**config.mk**
```make
export PLATFORM = sky130hd
export DESIGN_NAME = rx_gate_averager
export DESIGN_NICKNAME = d
export VERILOG_FILES = /design/src/rtl/rx_gate_averager_pkg.sv /design/src/rtl/rx_gate_averager_conditioner.sv /design/src/rtl/rx_gate_averager.sv
export SDC_FILE = /design/constraint.sdc
export NUM_CORES = 1
export LEC_CHECK = 0
export BUFFER_PORTS_ARGS = -buffer_cell sky130_fd_sc_hd__buf_2
export CAP_MARGIN = 20
export CORE_ASPECT_RATIO = 1.75
export CORE_UTILIZATION = 50
export CTS_BUF_LIST = sky130_fd_sc_hd__clkbuf_2 sky130_fd_sc_hd__clkbuf_4 sky130_fd_sc_hd__clkbuf_8
export CTS_CLUSTER_DIAMETER = 40
export DETAILED_ROUTE_END_ITERATION = 8
export GPL_TIMING_DRIVEN = 0
export PLACE_DENSITY_LB_ADDON = 0.2
export SYNTH_ARGS = -nofsm -noshare
export SYNTH_HDL_FRONTEND = slang
export SYNTH_SLANG_ARGS = --single-unit
```
**constraint.sdc**
```tcl
create_clock -name CLK -period 7.8 [get_ports CLK]
set_input_delay 0.39 -clock CLK [delete_from_list [all_inputs] [get_ports CLK]]
set_output_delay 0.39 -clock CLK [all_outputs]
set_load 0.005 [all_outputs]
```
**src/rtl/rx_gate_averager_pkg.sv**
```systemverilog
// Shared widths, state encoding and helpers for the gated ADC block averager.
package rx_gate_averager_pkg;

  localparam int unsigned DATA_W    = 14;
  localparam int unsigned OUT_W     = 16;
  localparam int unsigned MAX_SHIFT = 7;
  localparam int unsigned DROP_W    = 8;
  localparam int unsigned SHIFT_W   = 3;
  localparam int unsigned AVG_ACC_W = DATA_W + MAX_SHIFT;
  localparam int unsigned CNT_W     = MAX_SHIFT;

  localparam logic [DATA_W-1:0] ADC_POS_CLAMP = 14'h1FFF;
  localparam logic [DATA_W-1:0] ADC_NEG_CLAMP = 14'h2000;

  typedef enum logic [1:0] {
    AVG_IDLE  = 2'd0,
    AVG_ACCUM = 2'd1,
    AVG_FLUSH = 2'd2
  } avg_state_e;

  typedef struct packed {
    logic             valid;
    logic [OUT_W-1:0] data;
  } avg_result_t;

  function automatic logic [SHIFT_W-1:0] clamp_shift(input logic [SHIFT_W-1:0] s);
    if (32'(s) > MAX_SHIFT) return SHIFT_W'(MAX_SHIFT);
    return s;
  endfunction

  // Sample index that closes a block of 2^k samples.
  function automatic logic [CNT_W-1:0] block_last(input logic [SHIFT_W-1:0] k);
    return CNT_W'((32'd1 << k) - 32'd1);
  endfunction

endpackage

```
**src/rtl/rx_gate_averager_conditioner.sv**
```systemverilog
// Combinational ADC out-of-range clamp and sign-extension to accumulator width.
module rx_sample_conditioner
  import rx_gate_averager_pkg::*;
(
  input  logic [DATA_W-1:0]           rx_i,
  input  logic                        otr_i,
  output logic signed [AVG_ACC_W-1:0] sample_c_o,
  output logic                        ovr_c_o
);

  logic [DATA_W-1:0] clamped;

  // Out-of-range samples saturate toward the rail indicated by the sign bit.
  always_comb begin
    clamped = rx_i;
    if (otr_i) clamped = rx_i[DATA_W-1] ? ADC_NEG_CLAMP : ADC_POS_CLAMP;
  end

  assign sample_c_o = AVG_ACC_W'($signed(clamped));
  assign ovr_c_o    = otr_i;

endmodule

```
**src/rtl/rx_gate_averager.sv**
```systemverilog
// Windowed block averager between the ADC receiver and the storage FIFO write port.
module rx_gate_averager
  import rx_gate_averager_pkg::*;
(
  input  logic                CLK,
  input  logic                RESET,
  input  logic                SAMPLE_EN,
  input  logic                GATE,
  input  logic [DATA_W-1:0]   RX,
  input  logic                RX_OTR,
  input  logic [SHIFT_W-1:0]  AVG_SHIFT,
  input  logic                READY,
  output logic [OUT_W-1:0]    DOUT,
  output logic                DOUT_VALID,
  output logic                GATE_DONE,
  output logic                OVERRANGE,
  output logic [DROP_W-1:0]   DROP_CNT
);

  avg_state_e                  state_q, state_d;
  logic                        gate_q;
  logic [SHIFT_W-1:0]          k_q, k_d;
  logic signed [AVG_ACC_W-1:0] acc_q, acc_d, acc_base, sum_c, sample_c;
  logic [CNT_W-1:0]            cnt_q, cnt_d, cnt_base;
  logic [OUT_W-1:0]            dout_q, dout_d;
  logic                        dout_valid_q, dout_valid_d;
  logic                        gate_done_q, gate_done_d;
  logic                        ovr_q, ovr_d, ovr_c;
  logic [DROP_W-1:0]           drop_q, drop_d;
  logic                        accept_c;
  avg_result_t                 res_c;

  rx_sample_conditioner u_cond (
    .rx_i       (RX),
    .otr_i      (RX_OTR),
    .sample_c_o (sample_c),
    .ovr_c_o    (ovr_c)
  );

  always_comb begin
    state_d      = state_q;
    k_d          = k_q;
    acc_d        = acc_q;
    cnt_d        = cnt_q;
    ovr_d        = ovr_q;
    acc_base     = acc_q;
    cnt_base     = cnt_q;
    accept_c     = 1'b0;
    sum_c        = '0;
    res_c        = '0;
    dout_d       = dout_q;
    dout_valid_d = dout_valid_q;
    drop_d       = drop_q;

    case (state_q)
      AVG_IDLE: begin
        // Window opens: fresh block, and a strobe in this cycle counts as its first sample.
        if (GATE && !gate_q) begin
          state_d  = AVG_ACCUM;
          k_d      = clamp_shift(AVG_SHIFT);
          acc_base = '0;
          cnt_base = '0;
          acc_d    = '0;
          cnt_d    = '0;
          ovr_d    = 1'b0;
          accept_c = SAMPLE_EN;
        end
      end
      AVG_ACCUM: begin
        // Window close wins over a completing strobe; the partial block is discarded.
        if (!GATE) begin
          state_d = AVG_FLUSH;
          acc_d   = '0;
          cnt_d   = '0;
        end else begin
          accept_c = SAMPLE_EN;
        end
      end
      AVG_FLUSH: state_d = AVG_IDLE;
      default:   state_d = AVG_IDLE;
    endcase

    sum_c = acc_base + sample_c;
    if (accept_c) begin
      if (ovr_c) ovr_d = 1'b1;
      if (cnt_base == block_last(k_d)) begin
        res_c.valid = 1'b1;
        res_c.data  = OUT_W'(sum_c >>> k_d);
        acc_d       = '0;
        cnt_d       = '0;
      end else begin
        acc_d = sum_c;
        cnt_d = cnt_base + CNT_W'(1);
      end
    end

    // Single-entry output register: a full, stalled register drops the newcomer.
    if (res_c.valid) begin
      if (!dout_valid_q || READY) begin
        dout_d       = res_c.data;
        dout_valid_d = 1'b1;
      end else if (drop_q != '1) begin
        drop_d = drop_q + DROP_W'(1);
      end
    end else if (dout_valid_q && READY) begin
      dout_valid_d = 1'b0;
    end

    gate_done_d = (state_d == AVG_FLUSH);
  end

  // Reset samples GATE so a level held through reset is not taken as a new window.
  always_ff @(posedge CLK) begin
    if (RESET) begin
      state_q      <= AVG_IDLE;
      gate_q       <= GATE;
      k_q          <= '0;
      acc_q        <= '0;
      cnt_q        <= '0;
      dout_q       <= '0;
      dout_valid_q <= 1'b0;
      gate_done_q  <= 1'b0;
      ovr_q        <= 1'b0;
      drop_q       <= '0;
    end else begin
      state_q      <= state_d;
      gate_q       <= GATE;
      k_q          <= k_d;
      acc_q        <= acc_d;
      cnt_q        <= cnt_d;
      dout_q       <= dout_d;
      dout_valid_q <= dout_valid_d;
      gate_done_q  <= gate_done_d;
      ovr_q        <= ovr_d;
      drop_q       <= drop_d;
    end
  end

  assign DOUT       = dout_q;
  assign DOUT_VALID = dout_valid_q;
  assign GATE_DONE  = gate_done_q;
  assign OVERRANGE  = ovr_q;
  assign DROP_CNT   = drop_q;

endmodule

```
==> run metrics <==
RSZ-0062 raised after global routing false; drt first-iter violations 317; post-CTS setup buffers 0; synthesized flop and latch total 61; sequential fraction of the synthesis area 23.2%; num rows 49; total gr overflow 0; Critical path buffers and inverters 4; Post-synth ARST share 0%; crit path kind register to register; fin nets 808; FMAX 186 MHz; Setup TNS Final 0 ps; Yosys warning total 0; VDD IR-drop max 0.108 mV; ys flop type dfxtp_1; CP Capture Type register; drt first pass iters 7; Syn Std Cell Area 0.00527 sq mm; Synth Instances 701; CTS tree built; initial core utilization 51.5%; n_diodes 0; worst relative slew slack 33.2%; WP data required 8090 ps; detailed-route DRC error count 0; Max-cap violations 0; number of hold violations in the final report 0; DRT Wirelength 17400 um; detailed placement HPWL 13700 um; HP Class primary input to register; PD cells 151 mW/mm^2; width of the die 79.6 um; commonest non-fill, non-tap cells in the layout nor2_1 (69), dfxtp_1 (61), nand2_1 (55), a21oi_1 (54), buf_2 (51); number of synthesized flops with an enable pin 0; P_leak 0.00227 uW; status complete, no violations; Distinct cells, synth 70; Detail Route Antenna Nets 0; fin area 0.00585 sq mm; DR WL/cell 19.5 um; CP peak stage delay 820 ps; All-Layer GR Usage 32.4%; number of global-route vias before repair 5456; Clock Pin Slew Worst Setup and Hold Paths 80 ps; Die ar. 0.0110 sq mm; Synth-to-Final Area Change 11.0%; crit path max-delay cell type mux2i_1; final core occ 57.2%; via/cell ratio 6.42; WL met3 789 um; Pins Over Slew Limit 0; initial antenna violation count 0; final setup violation count 0; Placed Area 0.00567 sq mm; Filler Cells Inserted 1019; pre-CTS WS 2370 ps; Highest Signal Layer met4; Root Driver clkbuf_8; Crit path max-delay family multiplexers; Worst Tran Pin Value 973 ps; Avg Cell Area, Syn 7.52 sq um; Ports 50; CP max FO 10; Worst EP arrival 5670 ps; share of layout cells above drive strength 1 11.9%; CTS max path bufs 2; Worst Clk Skew 10.2 ps; DRT met1 WL 6410 um; global-route wire length before repair 27200 um; period utilisation layout 69.0%; TritonCTS sink count 61; CTS H-Tree Depth 3; Syn Nets 748; DR vias 5736; CTS resizes 0; met2 routed WL 8950 um; Final Worst Setup Slack 2420 ps; commonest non-fill, non-tap cell in the layout nor2_1; startpoint types register; pin count of the biggest net entering global routing 13; Num CTS Buffers 9; worst skew pair latency 360 ps; GP Congestion 0.977; hold_buf cts 0; fin crit period 5380 ps; Core Area 0.0102 sq mm; Critical Path, Cell by Cell nor4b_4 > buf_6 > mux2i_1 > nor2_1 > nand2_1 > ha_1 > clkbuf_1 > xnor2_1 > a211oi_1 > a311oi_1 > mux2i_2 > nor2_4 > o21ai_1 > buf_2 > buf_2 > a32oi_1 > nor2_1; Die H 138 um; Port Buf Inserts 48
final timing paths:
kind	slack, ps	start	to	depth (start not counted)
min	210	GATE	gate_q	1
max reg2reg	2420	state_q[0]	acc_q[3]	17
max	2420	state_q[0]	acc_q[3]	17
min reg2reg	460	acc_q[13]	acc_q[13]	2
cell usage after synthesis (all sizes together), types with 3 or more instances:
master	instances	area (sq um)
nor3b	5	37.5
xnor2	16	140
mux2i	14	144
xor2	3	26.3
nor2	70	270
nor2b	5	31.3
and2	34	213
nand2	56	213
o2111ai	7	61.3
a21oi	54	270
and3	4	25.0
ha	23	288
o311ai	3	26.3
o211ai	13	111
a211o	6	52.6
mux2	5	56.3
or3	6	37.5
o31ai	7	57.6
a211oi	26	195
inv	29	109
a221oi	5	43.8
nor3	19	95.1
o21ai	42	210
a32oi	21	184
a21o	12	90.1
a31oi	7	43.8
nor4	4	31.3
nand4	6	37.5
clkbuf	40	151
o32ai	3	26.3
o22ai	3	18.8
nor4b	5	58.8
nand2b	6	37.5
buf	11	78.8
a22oi	5	37.5
o21a	4	30.0
or4	6	45.0
nand3	24	120
a2111oi	4	72.6
dfxtp	61	1220
a311oi	7	61.3
state kept, by name, summed over array words and instances, names as in the netlist:
name and count:
DOUT 16, OVERRANGE 1, k_q 3, state_q 2, GATE_DONE 1, cnt_q 7, DROP_CNT 8, DOUT_VALID 1
gate_q 1, acc_q 21
area by class of cell:
type	count	area [sq um]	share of cell area, %
multi-input combinational	560	3710	63.4
tap	127	159	2.71
inverter	29	109	1.86
clock buffer	9	124	2.12
clock inverter	7	51.3	0.876
buffer	51	230	3.93
sequential	61	1220	20.9
timing repair buffer	49	245	4.19
power by group:
group	switching (uW)	internal (uW)
Clock	153	116
Combinational	189	99.3
Sequential	4.88	319
routing by layer:
layer | up-vias | global-route usage, %
met3 | 56 | 4.14
met4 | 0 | 24.2
met5 | - | 0
met1 | 2706 | 32.9
li1 | 2752 | -
met2 | 222 | 59.3
metrics by stage:
step / hold slack, ps / power [uW] / std cells
finish: 210 / 881 / 893
global route: 204 / 924 / 893
CTS: 210 / 876 / 892
detailed placement: 448 / 612 / 876
global placement: 438 / 608 / 876
floorplan: 418 / 535 / 701
cells by family (layout without fill, tap and decap cells):
kind of cell             after synthesis  in the layout  synth area share, %
AND/OR/NAND/NOR                      258            258                 25.1
AO/OA/AOI/OAI                        238            238                 31.7
buffers and inverters                 80            145                 6.43
flip-flops                            61             61                 23.2
adder cells (fa/ha/maj)               24             24                 5.84
multiplexers                          21             21                 4.65
XOR/XNOR                              19             19                 3.16
No activity file was read; power rests on OpenSTA's default activity.
